===== src/rtl/button_event_fifo.sv =====
// Press-event collector: per-button pending bits, a fixed-priority serialiser
// and a small first-word-fall-through FIFO drained with a valid/ready handshake.

module btn_pend_cell (
    input  logic clk,
    input  logic rst,
    input  logic pulse,
    input  logic push,
    output logic pend,
    output logic lost
);
    // A new press landing on the edge this bit is pushed re-arms it rather than being lost
    assign lost = pulse & pend & ~push;

    always_ff @(posedge clk) begin
        if (rst) pend <= 1'b0;
        else     pend <= pulse | (pend & ~push);
    end
endmodule

module button_event_fifo #(
    parameter int NUM_BTN = 4,
    parameter int DEPTH   = 8,
    parameter int PTR_W   = 3,
    localparam int CODE_W = (NUM_BTN > 1) ? $clog2(NUM_BTN) : 1
) (
    input  logic               clk,
    input  logic               rst,
    input  logic [NUM_BTN-1:0] pb_pulse,
    output logic               ev_valid,
    output logic [CODE_W-1:0]  ev_code,
    input  logic               ev_ready,
    output logic [PTR_W:0]     ev_count,
    output logic               overflow,
    input  logic               clr_overflow
);
    logic [NUM_BTN-1:0] pending;
    logic [NUM_BTN-1:0] lost;
    logic [NUM_BTN-1:0] push_sel;
    logic [CODE_W-1:0]  push_code;
    logic [PTR_W-1:0]   wr_ptr;
    logic [PTR_W-1:0]   rd_ptr;
    logic [CODE_W-1:0]  mem [DEPTH];
    logic               full;
    logic               push;
    logic               pop;

    assign full     = (ev_count == (PTR_W+1)'(DEPTH));
    assign ev_valid = (ev_count != '0);
    assign pop      = ev_valid & ev_ready;
    // A full FIFO still accepts a push when the head leaves on the same edge
    assign push     = (|pending) & (~full | pop);
    assign ev_code  = ev_valid ? mem[rd_ptr] : '0;

    always_comb begin
        push_code = '0;
        for (int i = NUM_BTN - 1; i >= 0; i--) begin
            if (pending[i]) push_code = CODE_W'(i);
        end
        push_sel = '0;
        if (push) push_sel = pending & (~pending + NUM_BTN'(1));
    end

    for (genvar i = 0; i < NUM_BTN; i++) begin : g_btn
        btn_pend_cell u_cell (
            .clk   (clk),
            .rst   (rst),
            .pulse (pb_pulse[i]),
            .push  (push_sel[i]),
            .pend  (pending[i]),
            .lost  (lost[i])
        );
    end

    always_ff @(posedge clk) begin
        if (push) mem[wr_ptr] <= push_code;
    end

    always_ff @(posedge clk) begin
        if (rst) begin
            wr_ptr   <= '0;
            rd_ptr   <= '0;
            ev_count <= '0;
            overflow <= 1'b0;
        end else begin
            if (push) wr_ptr <= wr_ptr + PTR_W'(1);
            if (pop)  rd_ptr <= rd_ptr + PTR_W'(1);
            if (push && !pop)      ev_count <= ev_count + (PTR_W+1)'(1);
            else if (pop && !push) ev_count <= ev_count - (PTR_W+1)'(1);
            if (|lost)             overflow <= 1'b1;
            else if (clr_overflow) overflow <= 1'b0;
        end
    end
endmodule


===== config.mk =====
export PLATFORM = sky130hd
export DESIGN_NAME = button_event_fifo
export DESIGN_NICKNAME = d
export VERILOG_FILES = /design/src/rtl/button_event_fifo.sv
export SDC_FILE = /design/constraint.sdc
export NUM_CORES = 1
export LEC_CHECK = 0
export ABC_AREA = 1
export ABC_CLOCK_PERIOD_IN_PS = 2540
export CAP_MARGIN = 20
export CORE_MARGIN = 3
export CORE_UTILIZATION = 58
export CTS_BUF_LIST = sky130_fd_sc_hd__clkbuf_8
export DETAILED_ROUTE_END_ITERATION = 12
export GPL_TIMING_DRIVEN = 0
export PLACE_DENSITY = 0.81
export RECOVER_POWER = 25
export REMOVE_ABC_BUFFERS = 1
export SKIP_CTS_REPAIR_TIMING = 1
export SLEW_MARGIN = 20
export SYNTH_ARGS = -nofsm -noshare
export SYNTH_HDL_FRONTEND = slang
export SYNTH_SLANG_ARGS = --single-unit
export TNS_END_PERCENT = 1

===== constraint.sdc =====
create_clock -name clk -period 2.54 [get_ports clk]
set_input_delay 0.508 -clock clk [delete_from_list [all_inputs] [get_ports clk]]
set_output_delay 0.508 -clock clk [all_outputs]
set_load 0.01 [all_outputs]

; ---- Word-level counts from Yosys, hierarchy flattened
; Memories as Yosys holds them, arrays and structs flattened. A register that Yosys moved wholly into a read port is not among the register bits.
; Index checks and enable logic that the tools add are counted.
[classes]
n_eq_ne = 1
bitwise_logic = 26
mux = 14
reduce_logical = 9
add_sub_neg = 5
[op_table]
columns = cell, n
row1 = 1-bit bitwise AND, 14
row2 = 4-bit 2-to-1 mux, 3
row3 = 2-bit 2-to-1 mux, 5
row4 = "4-bit by 1-bit adder with 4-bit output, second input constant", 2
row5 = 4-bit OR reduction, 2
row6 = "3-bit by 1-bit adder with 3-bit output, second input constant", 2
row7 = 3-bit 2-to-1 mux, 2
row8 = 1-bit inverter, 5
row9 = 1-bit OR, 5
row10 = 4-bit bitwise AND, 1
row11 = "4-bit == test, second input constant", 1
row12 = 1-bit 2-to-1 mux, 4
row13 = 4-bit inverter, 1
row14 = 2-bit nonzero test, 2
row15 = 4-bit nonzero test, 1
row16 = "4-bit by 1-bit subtractor with 4-bit output, second input constant", 1
row17 = 1-bit logical AND, 2
row18 = 1-bit zero test, 2
[totals]
register_bits = 15
output_inout_bits = 8
input_bits = 8
memories = 1
elab_cells = 64
ramBits = 16
[mem_list]
columns = name, depth, width, rd, rd_ports_with_merged_regs, wr, line
row1 = mem, 8, 2, 1, 1, 1, 43  ; logic [CODE_W-1:0] mem [DEPTH];

; ---- Depth between registers and ports, before layout
; Gate-level depths: netlist of run 1.
[logic_depth]
word_depth = 9
ltp_mapped = 12
depth_no_buf = 12

; ---- Modules after synthesis
; Synthesis of run 1 repeated with hierarchy kept, for this count alone.
[unflattened]
hier_cells = 199
area_unflattened_um2 = 1729.2
[by_module_without_submodules]
columns = mod, n_inst, area_per_inst_um2, cells_each, seq_area_each_um2
row1 = button_event_fifo, 1, 1544.0, 175, 760.7
row2 = btn_pend_cell, 4, 46.3, 6, 20.0

; ---- Worst setup path before layout of run 1
; No wires, ideal clock.
[synth_path]
kind = input to register
from = input ev_ready
to = register ev_count[3]
arrival_time_ps = 1909
path_slack_ps = 503
n_path_buf = 0
stages = 12
required_time_ps = 2412
path_cell_list = nor2_1 > nand3_2 > nand2_4 > inv_2 > ha_1 > inv_1 > ha_1 > a21oi_1 > nand2_1 > xor2_1 > nand2_1 > a21oi_1
[synth_between]
elab_chain_cells = 6
[synth_lines]
columns = element, line
row1 = from (decl), 32  ; input logic ev_ready,
row2 = 1-bit bitwise AND *, 50  ; assign pop = ev_valid & ev_ready;
row3 = 1-bit OR *, 52  ; assign push = (|pending) & (~full | pop);
row4 = 1-bit bitwise AND *, 52
row5 = via push, 45  ; logic push;
row6 = 1-bit zero test, 89  ; else if (pop && !push) ev_count <= ev_count - (PTR_W+1)'(1);
row7 = 1-bit logical AND, 89
row8 = 2-bit nonzero test (no source line), -
row9 = to (signal assigned), 88  ; if (push && !pop) ev_count <= ev_count + (PTR_W+1)'(1);
row10 = to (signal assigned), 89
row11 = to (decl), 33  ; output logic [PTR_W:0] ev_count,
; The timed path passes the listed nets; every way through them passes the cells marked *.
; A chain may end at the register's enable or synchronous reset.

; ---- Worst setup path after layout of run 1
; Same ends and word-level chain as after synthesis.

==> results of run 1 <==
-- cell usage after synthesis --
| library cell | count | share of area |
|---|---|---|
| o21ai_1 | 2 | 0.0064 |
| a21oi_1 | 13 | 0.042 |
| nor2_2 | 1 | 0.0040 |
| nor3_1 | 3 | 0.0097 |
| o21ai_0 | 15 | 0.048 |
| inv_1 | 16 | 0.039 |
| a211oi_1 | 1 | 0.0048 |
| nand2_1 | 19 | 0.046 |
| ha_1 | 5 | 0.040 |
| nand2_2 | 1 | 0.0040 |
| nor3b_1 | 1 | 0.0048 |
| inv_2 | 1 | 0.0024 |
| edfxtp_1 | 16 | 0.31 |
| clkbuf_1 | 2 | 0.0048 |
| fa_1 | 1 | 0.013 |
| nand3_1 | 6 | 0.019 |
| buf_2 | 1 | 0.0032 |
| nor2_4 | 1 | 0.0073 |
| dfxtp_1 | 18 | 0.23 |
| or2_2 | 1 | 0.0040 |
| nand2_4 | 3 | 0.022 |
| or2_1 | 1 | 0.0040 |
| xor2_1 | 2 | 0.011 |
| nand3_2 | 2 | 0.013 |
| nor2_1 | 38 | 0.092 |
| nor3b_2 | 1 | 0.0081 |
| xnor2_1 | 1 | 0.0056 |
-- power by group through the flow --
stage	clock (mW)	sequential [mW]	combinational (mW)
3_5_place_dp	0	0.755	0.626
2_1_floorplan	0	0.746	0.412
4_1_cts	0.374	0.743	0.631
5_1_grt	0.400	0.754	0.717
3_3_place_gp	0	0.745	0.597
6_report	0.364	0.743	0.631
-- worst max-delay path by stage --
stage,startpoint,end,slack [ns],depth (start not counted)
3_5_place_dp,ev_ready,ev_count[3],-0.21,13
5_1_grt,ev_ready,ev_count[3],0.001,13
4_1_cts,ev_ready,ev_count[3],0.06,13
6_report,ev_ready,ev_count[3],0.13,13
3_3_place_gp,ev_ready,ev_count[3],-0.14,13
2_1_floorplan,ev_ready,ev_count[3],0.52,12
-- state kept, by name, summed over array words and instances, names as in the netlist, named ones only --
register / cells
wr_ptr: 3
g_btn.u_cell.pend: 4
mem: 16
ev_count: 4
overflow: 1
rd_ptr: 3
-- logic make-up after synthesis --
group | synth area share
AO/OA/AOI/OAI | 0.102
XOR/XNOR | 0.0169
adder cells (fa/ha/maj) | 0.0532
buffers and inverters | 0.0492
flip-flops | 0.542
AND/OR/NAND/NOR | 0.238
-- worst max-delay path, cell delays in order --
cell	delay, ns
clkdlybuf4s50_1	0.46
nor2_1	0.15
nand3_2	0.16
nand2_4	0.12
inv_2	0.05
ha_1	0.22
inv_1	0.11
ha_1	0.27
a21oi_1	0.16
nand2_1	0.08
xor2_1	0.14
nand2_1	0.06
a21oi_1	0.05
-- layout make-up --
| type | count | area (um2) | share of cell area |
|---|---|---|---|
| Multi-Input combinational cell | 118 | 636 | 0.350 |
| Clock buffer | 5 | 68.8 | 0.0379 |
| Clock inverter | 3 | 11.3 | 0.00620 |
| Sequential cell | 34 | 842 | 0.463 |
| Timing Repair Buffer | 16 | 158 | 0.0868 |
| Tap cell | 30 | 37.5 | 0.0207 |
| Inverter | 17 | 63.8 | 0.0351 |
-- stage by stage --
step	power, mW	hold WS (ns)
6_report	1.74	0.505
5_1_grt	1.87	0.538
4_1_cts	1.75	0.506
3_5_place_dp	1.38	0.495
3_3_place_gp	1.34	0.475
2_1_floorplan	1.16	0.454
-- per-layer routing --
metal  wire [um]  vias to the layer above  global-route usage
met5           0                        -                   0
met2        1360                       24               0.308
met3         121                        6              0.0668
met4          46                        0              0.0894
li1            -                      606                   -
met1        1220                      543               0.216
==> results.md, run 1 <==
- Power Density: 957 nW/um2
- Switching Fraction: 0.349
- Io pins: 16
- Clk pwr share: 0.210
- Fraction of layout cells with a size suffix above 1: 0.0933
- Most common cell after layout, fill and taps aside: nor2_1
- Final Setup Violations: 0
- Area of placed instances: 1730 um2
- Mapped Cells: 172
- Crit path max fanout: 4
- Post-layout util: 0.720
- Ys Warns: 0
- Worst Hold Launch: wr_ptr[0]
- Startpoint types: primary input
- Fin crit share: 0.949
- CTS tree: done
- Post-synth cell types: 27
- Max rail drop VDD: 0.665 mV
- Number of global-route vias before repair: 1115
- Routed wire per std cell: 12.3 um
- Slew Viols, Final: 0
- RePlAce Congestion: 0.734
- Fillers: 195
- Path type of the worst min-delay path: flop to flop
- Fin worst setup slack: 0.129 ns
- Placed Instances: 214
- Worst reg2reg path endpoint: ev_count[3]
- Clock-pin slew on the worst setup and hold paths: 0.06 ns
- P_leak: 0.736 nW
- Fin cells: 223
- CTS Sinks: 34
- Die width: 57.7 um
- DRC viols: 0
- Number of port buffers: 15
- R2r startpoint: ev_count[0]
- Clock skew: 0.00383 ns
- MaxCap Viol Count: 0
- Antenna violations before repair: 0
- Setup slack, reg-to-reg: 0.40 ns
- FF-to-FF path depth: 12
- Final ANT Viol Nets: 0
- Worst slack, placed: -0.214 ns
- # H-tree levels: 2
- Hold Path End: wr_ptr[0]
- Worst-Margin Slew: 0.731 ns
- Sum Neg Setup Slack: 0 ns
- Clk_lat worst skew: 0.28 ns
- Internal Power: 1.13 mW
- Design Area, Final: 1820 um2
- Most frequent cells in the layout: nor2_1 (38), nand2_1 (19), inv_1 (18), dfxtp_1 (17), edfxtp_1 (16)
- Longest Clk Path Bufs: 2
- Final hold vios: 0
- Net Sw Power: 0.606 mW
- Required @ worst endpoint: 2.68 ns
- Rows: 18
- Status: finished clean
- Final min period: 2.41 ns
- Global Route Usage Sum: 0.187
- First drt pass iteration count: 4
- CTS buffer count: 5
- Largest net degree at the start of global routing: 17
- Critical path class: primary input to flop
- Die ar.: 3330 um2
- Avg Vias per Cell: 5.29
- Grt ovf: 0
- Avg Synthesized Cell Area: 9.03 um2
- Slew headroom: 0.509
- RSZ-0062 raised after global routing: no
- # diodes: 0
- Fin nets: 206
- Flop pwr share: 0.428
- Global-route wire length before repair: 4660 um
- Post-DP HPWL: 2030 um
- Comb power frac: 0.363
- Die height: 57.7 um
- Synthesized area: 1550 um2
- P&R area growth vs syn: 17.0%
- Core Area: 2520 um2
- Hold Crit Depth: 2
- CP arrival: 2.55 ns
- Iter 0 DRT Violations: 53
- Synthesized flop and latch total: 34
- Initial Utilization: 0.616
- FMAX: 415 MHz
- Critical path endpoint category: flop
- Clk root buf: clkbuf_8
- DR vias: 1179
- Register area share after synthesis: 0.541
- DRT Wirelength: 2750 um
Power figures use the tool's default switching activity.
==> run 2, diff against run 1 <==
--- a/config.mk
+++ b/config.mk
@@ -17,7 +17,7 @@
 export RECOVER_POWER = 25
 export REMOVE_ABC_BUFFERS = 1
 export SKIP_CTS_REPAIR_TIMING = 1
-export SLEW_MARGIN = 20
+export SLEW_MARGIN = 5
 export SYNTH_ARGS = -nofsm -noshare
 export SYNTH_HDL_FRONTEND = slang
 export SYNTH_SLANG_ARGS = --single-unit
==> results of run 2 <==
Final layout, timing and power as in run 1 (identical DEF).
==> run 3, diff against run 2 <==
--- a/config.mk
+++ b/config.mk
@@ -7,7 +7,7 @@
 export LEC_CHECK = 0
 export ABC_AREA = 1
 export ABC_CLOCK_PERIOD_IN_PS = 2540
-export CAP_MARGIN = 20
+export CAP_MARGIN = 15
 export CORE_MARGIN = 3
 export CORE_UTILIZATION = 58
 export CTS_BUF_LIST = sky130_fd_sc_hd__clkbuf_8
==> results of run 3 <==
Final layout, timing and power as in run 1 (identical DEF).
